File: src/rtl/digit_scanner.sv
// Scan driver for the 8-digit multiplexed display: rotates an active-low one-hot
// select across enabled digits, with an optional all-off gap between digits.
module digit_scanner #(
    parameter int CLK_DIV      = 50000,
    parameter int BLANK_CYCLES = 500
) (
    input  logic       clk,
    input  logic       rst,
    input  logic       en,
    input  logic [7:0] digit_mask,
    output logic [7:0] sel,
    output logic [2:0] digit_idx,
    output logic       blank,
    output logic       frame_done
);

    localparam int CNT_MAX = (CLK_DIV > BLANK_CYCLES) ? CLK_DIV : BLANK_CYCLES;
    localparam int CNT_W   = (CNT_MAX > 0) ? $clog2(CNT_MAX + 1) : 1;
    localparam logic [CNT_W-1:0] ON_LAST  = CNT_W'(CLK_DIV - 1);
    localparam logic [CNT_W-1:0] GAP_LAST = CNT_W'((BLANK_CYCLES > 0) ? BLANK_CYCLES - 1 : 0);

    typedef enum logic [1:0] {
        IDLE,
        ON,
        GAP
    } state_t;

    state_t           state, state_d;
    logic [CNT_W-1:0] cnt, cnt_d;
    logic [7:0]       sel_d;
    logic [2:0]       idx_d;
    logic             blank_d;
    logic             frame_done_d;
    logic [2:0]       first_idx;
    logic [2:0]       next_idx;
    logic             advance;
    logic             go_idle;

    // Circular search starting just after cur; cur itself is the last candidate.
    function automatic logic [2:0] next_enabled(input logic [7:0] mask, input logic [2:0] cur);
        logic [2:0] res;
        logic [2:0] cand;
        res = cur;
        for (int k = 8; k >= 1; k--) begin
            cand = cur + 3'(k);
            if (mask[cand]) res = cand;
        end
        return res;
    endfunction

    function automatic logic [2:0] lowest_enabled(input logic [7:0] mask);
        logic [2:0] res;
        res = 3'd0;
        for (int k = 7; k >= 0; k--) begin
            if (mask[k]) res = 3'(k);
        end
        return res;
    endfunction

    always_comb begin
        state_d      = state;
        cnt_d        = cnt + CNT_W'(1);
        sel_d        = sel;
        idx_d        = digit_idx;
        blank_d      = blank;
        frame_done_d = 1'b0;
        advance      = 1'b0;
        go_idle      = 1'b0;
        first_idx    = lowest_enabled(digit_mask);
        next_idx     = next_enabled(digit_mask, digit_idx);

        case (state)
            IDLE: begin
                cnt_d   = '0;
                sel_d   = 8'hFF;
                blank_d = 1'b1;
                if (en && digit_mask != 8'h00) begin
                    state_d = ON;
                    idx_d   = first_idx;
                    sel_d   = ~(8'b1 << first_idx);
                    blank_d = 1'b0;
                end
            end
            ON: begin
                if (!en || digit_mask == 8'h00) begin
                    go_idle = 1'b1;
                end else if (cnt == ON_LAST) begin
                    if (BLANK_CYCLES > 0) begin
                        state_d = GAP;
                        cnt_d   = '0;
                        sel_d   = 8'hFF;
                        blank_d = 1'b1;
                    end else begin
                        advance = 1'b1;
                    end
                end
            end
            GAP: begin
                if (!en || digit_mask == 8'h00) begin
                    go_idle = 1'b1;
                end else if (cnt == GAP_LAST) begin
                    advance = 1'b1;
                end
            end
            default: go_idle = 1'b1;
        endcase

        // A wrap back to an equal or lower digit marks the end of a frame.
        if (go_idle) begin
            state_d = IDLE;
            cnt_d   = '0;
            sel_d   = 8'hFF;
            blank_d = 1'b1;
        end else if (advance) begin
            state_d      = ON;
            cnt_d        = '0;
            idx_d        = next_idx;
            sel_d        = ~(8'b1 << next_idx);
            blank_d      = 1'b0;
            frame_done_d = (next_idx <= digit_idx);
        end
    end

    always_ff @(posedge clk) begin
        if (rst) begin
            state      <= IDLE;
            cnt        <= '0;
            sel        <= 8'hFF;
            digit_idx  <= 3'd0;
            blank      <= 1'b1;
            frame_done <= 1'b0;
        end else begin
            state      <= state_d;
            cnt        <= cnt_d;
            sel        <= sel_d;
            digit_idx  <= idx_d;
            blank      <= blank_d;
            frame_done <= frame_done_d;
        end
    end

endmodule

File: config.mk
export PLATFORM = sky130hd
export DESIGN_NAME = digit_scanner
export DESIGN_NICKNAME = d
export VERILOG_FILES = /design/src/rtl/digit_scanner.sv
export SDC_FILE = /design/constraint.sdc
export NUM_CORES = 1
export LEC_CHECK = 0
export BUFFER_PORTS_ARGS = -buffer_cell sky130_fd_sc_hd__buf_2
export CORE_MARGIN = 2
export CORE_UTILIZATION = 55
export CTS_CLUSTER_DIAMETER = 40
export CTS_CLUSTER_SIZE = 10
export DETAILED_ROUTE_END_ITERATION = 6
export HOLD_SLACK_MARGIN = 0.03
export PLACE_DENSITY_LB_ADDON = 0.15
export SLEW_MARGIN = 20
export SYNTH_ARGS = -nofsm -noshare
export SYNTH_HDL_FRONTEND = slang
export SYNTH_SLANG_ARGS = --single-unit
export TNS_END_PERCENT = 1
File: constraint.sdc
create_clock -name clk -period 5.8 [get_ports clk]
set_input_delay 0.58 -clock clk [delete_from_list [all_inputs] [get_ports clk]]
set_output_delay 0.58 -clock clk [all_outputs]
set_load 0.01 [all_outputs]
**Word level (Yosys, flattened, before mapping)**

Cells that the tools add are included.
Widths: inputs -> output; s select.

- Add/sub/neg operators: 8
- Magnitude comparators: 8
- Eq/ne operators: 10
- Shift-type cells: 2
- Muxes and demuxes: 56
- Bitwise logic cells: 3
- Reduce and logical (&&, ||, !) cells: 15

Operators by type and width:

| cell | number |
|---|---|
| $mux 3 | 19 |
| $mux 16 | 2 |
| $mux 8 | 4 |
| $pmux 16 s2 | 1 |
| $lt 3x4->1 const B | 7 |
| $bmux 1 s3 | 7 |
| $add 16x1->16 const B | 1 |
| $eq 16x16->1 const B | 1 |
| $eq 16x9->1 const B | 1 |
| $mux 1 | 16 |
| $not 8->8 | 2 |
| $pmux 8 s2 | 1 |
| $shl 1x3->8 const A | 2 |
| $add 3x3->3 const B | 4 |
| $ne 3x3->1 const B | 3 |
| $logic_not 8->1 | 1 |
| $reduce_and 4->1 | 2 |
| $reduce_bool 8->1 | 1 |
| $add 3x2->3 const B | 2 |
| $mux 2 | 3 |
| $ne 2x2->1 const B | 3 |
| $reduce_or 3->1 | 2 |
| $pmux 1 s2 | 2 |
| $pmux 2 s2 | 1 |
| other kinds (13) | 14 |

- Register bits after elaboration: 31
- Logic and storage cells: 109

**Logic depth before layout (Yosys ltp)**

- Word-level depth: 13
- Mapped depth: 16
- Gate-level depth less buffers: 13

**Least setup slack after synthesis**

Ideal clock, no wire load.

- Path type: reg-to-reg
- From: register digit_idx[1]
- To: register frame_done
- Setup time: 0.060 ns
- Data arrival time: 3.515 ns
- Required time: 5.740 ns
- Setup slack: 2.225 ns
- Cell stages (with the launch flop): 15
- Period minus slack after synthesis: 3.575 ns
- Path through: dfxtp_1 buf_2 clkinv_1 ha_1 buf_2 mux4_2 mux2_4 or3_1 o221a_4 a31oi_4 ha_1 nor2b_1 o21a_1 o21ai_0 and3_1

- Word-level cells in the longest chain between the ends: 11
- Elaborated cells between the ends (all ways): 29

RTL lines:

| item | RTL line | source |
|---|---|---|
| from (decl) | 12 | `output logic [2:0] digit_idx,` |
| from (signal assigned) | 136 | `digit_idx <= idx_d;` |
| $add 3x3->3 | 45 | `cand = cur + 3'(k);` |
| $bmux 1 s3 | 46 | `if (mask[cand]) res = cand;` |
| $mux 1 (not written as such) | 46 |  |
| $mux 3 (7 in series) | 46 |  |
| $le 3x3->1 (*) | 120 | `frame_done_d = (next_idx <= digit_idx);` |
| to (signal assigned) | 138 | `frame_done <= frame_done_d;` |
| to (decl) | 14 | `output logic frame_done` |

Mark *: on every way between the ends. The rest lies on a longest branch, timed or not. The select of a mux whose other input is x is not followed.
A chain may end at the register's enable or synchronous reset.

**Worst setup path in the final report**

Ends and elaborated chain as after synthesis.

==> qor.yml <==
status: "finished, final reports clean"
ys.flop_type: "dfxtp_1"
cts_buffer_depth: 2
rsz0062_at_grt: "false"
path_max_fanout: 17
antenna_found_initial: 0
worstSkewPairLatency_ps: 290
cts_setup_buffers: 0
fp-row-count: 24
synthToLayoutAreaGrowth_pct: 7.46
synthDistinctLibCells: 62
period_needed_ps: 4260
worst_slew_pin_slew_ps: 679
fp.dieW_um: 71.8
final_cell_mix: "31 x nor2_1, 31 x dfxtp_1, 23 x buf_2, 21 x nand2_1, 18 x inv_1"
power-per-cell-area_nw_per_um2: 271
wl_um: 5930
vias: 2282
dp_cells: 353
synth_seq_cells: 31
ys_warn_count: 0
cts_sinks: 31
initial_core_util_pct: 57.7
first_global_vias: 2195
cts_tree: "built"
drt_pass1_iterations: 4
die_y_um: 71.8
hold_viol_final: 0
synthesis.nets: 316
antenna_cells: 0
grt_max_degree: 23
port_buffers: 23
hold_class: "reg2reg"
p_sw_mw: 0.286
core_area_um2: 4380
gp_congestion: 0.969
drcViolationCount: 0
root_buffer: "clkbuf_8"
die-area_um2: 5160
switching_share_pct: 38.8
synth.cell_area_um2: 2530
cap_violations: 0
worst-setup-path-type: "reg2reg"
hpwl_um: 4410
ys_seq_area_share_pct: 24.5
power_frac_comb_pct: 44.1
postSynthAreaPerCell_um2: 8.58
fmax_ghz: 0.235
cp_data_required_time_ps: 6030
pwr-share-seq_pct: 32.3
detail_route.wl_per_cell_um: 16.5
numCtsBuffers: 5
drive_gt1_share_pct: 18.2
crit_path_start_kind: "flip-flop"
overflow: 0
p_int_mw: 0.451
cts_resized: 0
crit_arrival_ps: 4490
synthCells: 295
clkTransAtPathRegs_ps: 60
htree_levels: 2
grtUsageTotal_pct: 24.8
whs_ps: 457
p_leak_nw: 1.03
fin_cells: 360
finish.net_count: 329
ctsHoldBuffers: 0
p_total_mw: 0.736
fin_area_um2: 2720
drt_iter0_drc: 145
ir_worst_vdd_mv: 0.190
max-slew-margin-rel_pct: 54.3
fin_crit_sh_pct: 73.5
synthArstFlopShare_pct: 0
io_pins: 24
maxSlewViolCount: 0
clockPowerShare_pct: 23.6
crit_path_end_kind: "flip-flop"
grt_first_pass_wirelength_um: 10100
setup_viol: 0
postRouteAntennaNets: 0
vias_per_cell: 6.34
synth-edff-count: 0
post_dp_cell_area_um2: 2630
skew_ps: 5.75
finalSetupTns_ps: 0
[power by group through the flow]
stage	Sequential (mW)	Clock (mW)	Combinational, mW
floorplan	0.241	0	0.261
global placement	0.243	0	0.317
detailed placement	0.243	0	0.321
CTS	0.238	0.179	0.322
global route	0.241	0.187	0.358
finish	0.238	0.174	0.325
[cell families (layout without fill, tap and decap cells)]
family / after synthesis / in the layout / share of synthesized area (%)
buffers and inverters: 38 / 51 / 6.38
XOR/XNOR: 16 / 16 / 5.54
flip-flops: 31 / 31 / 24.5
multiplexers: 31 / 31 / 18.9
AND/OR/NAND/NOR: 105 / 105 / 21.4
AO/OA/AOI/OAI: 64 / 64 / 18.3
adder cells (fa/ha/maj): 10 / 10 / 4.94
[layout make-up]
class	count	area, um2
clock buffers	6	82.6
clock inverters	1	5.00
fillers	395	1660
inverters	20	75.1
multi-input cells	226	1750
flip-flops and latches	31	621
well taps	52	65.1
repair buffers	24	123
[routing by layer]
layer | GRT usage [%] | wire [um] | up-vias
met1 | 32.9 | 2720 | 1087
li1 | - | - | 1111
met4 | 12.2 | 143 | 0
met3 | 3.80 | 278 | 15
met2 | 39.4 | 2790 | 69
met5 | 0 | 0 | -
[flip-flops by register name, indices dropped and copies added, names as in the netlist]
| register | count |
|---|---|
| state | 2 |
| frame_done | 1 |
| sel | 8 |
| digit_idx | 3 |
| cnt | 16 |
| blank | 1 |
[metrics by stage]
step | util [%] | setup slack [ps]
after global routing | 62.0 | 1260
after global placement | 60.0 | 1680
after detailed placement | 60.0 | 1560
after CTS | 62.0 | 1530
after floorplan | - | 2230
final | 62.0 | 1540
[critical path, cell delays in order, from the launching register on]
cell and delay (ps):
dfxtp_1 600, clkinv_1 390, ha_1 790, mux4_2 450, mux2_4 330, or3_1 330, o221a_4 230, a31oi_4 240
ha_1 280, nor2b_1 130, o21a_1 150, o21ai_0 120, and3_1 160
[synth_stat cells (all sizes together) (4+ instances only)]
master | number | share of area (%)
nor2 | 31 | 4.6
nor3 | 7 | 1.4
nand3 | 8 | 1.6
xnor2 | 7 | 2.4
nand2b | 4 | 0.99
nand2 | 21 | 3.1
inv | 19 | 2.8
and3 | 8 | 2.2
dfxtp | 31 | 25
ha | 10 | 4.9
a31oi | 5 | 1.8
mux2 | 6 | 2.8
or3 | 4 | 0.99
a21oi | 13 | 2.6
xor2 | 9 | 3.1
nand4 | 4 | 0.99
o21ai | 9 | 1.8
mux2i | 13 | 5.1
mux4 | 12 | 11
clkbuf | 8 | 1.2
buf | 10 | 2.2
a22oi | 5 | 1.5
o22ai | 5 | 1.2
[final timing paths]
check,from,end,slack [ps],depth (start not counted)
setup / recovery,digit_idx[1],frame_done,1540,12
hold / removal,cnt[0],cnt[0],460,1
setup reg to reg,digit_idx[1],frame_done,1540,12
hold reg to reg,cnt[0],cnt[0],460,1
No activity file was read; power rests on OpenSTA's default activity.
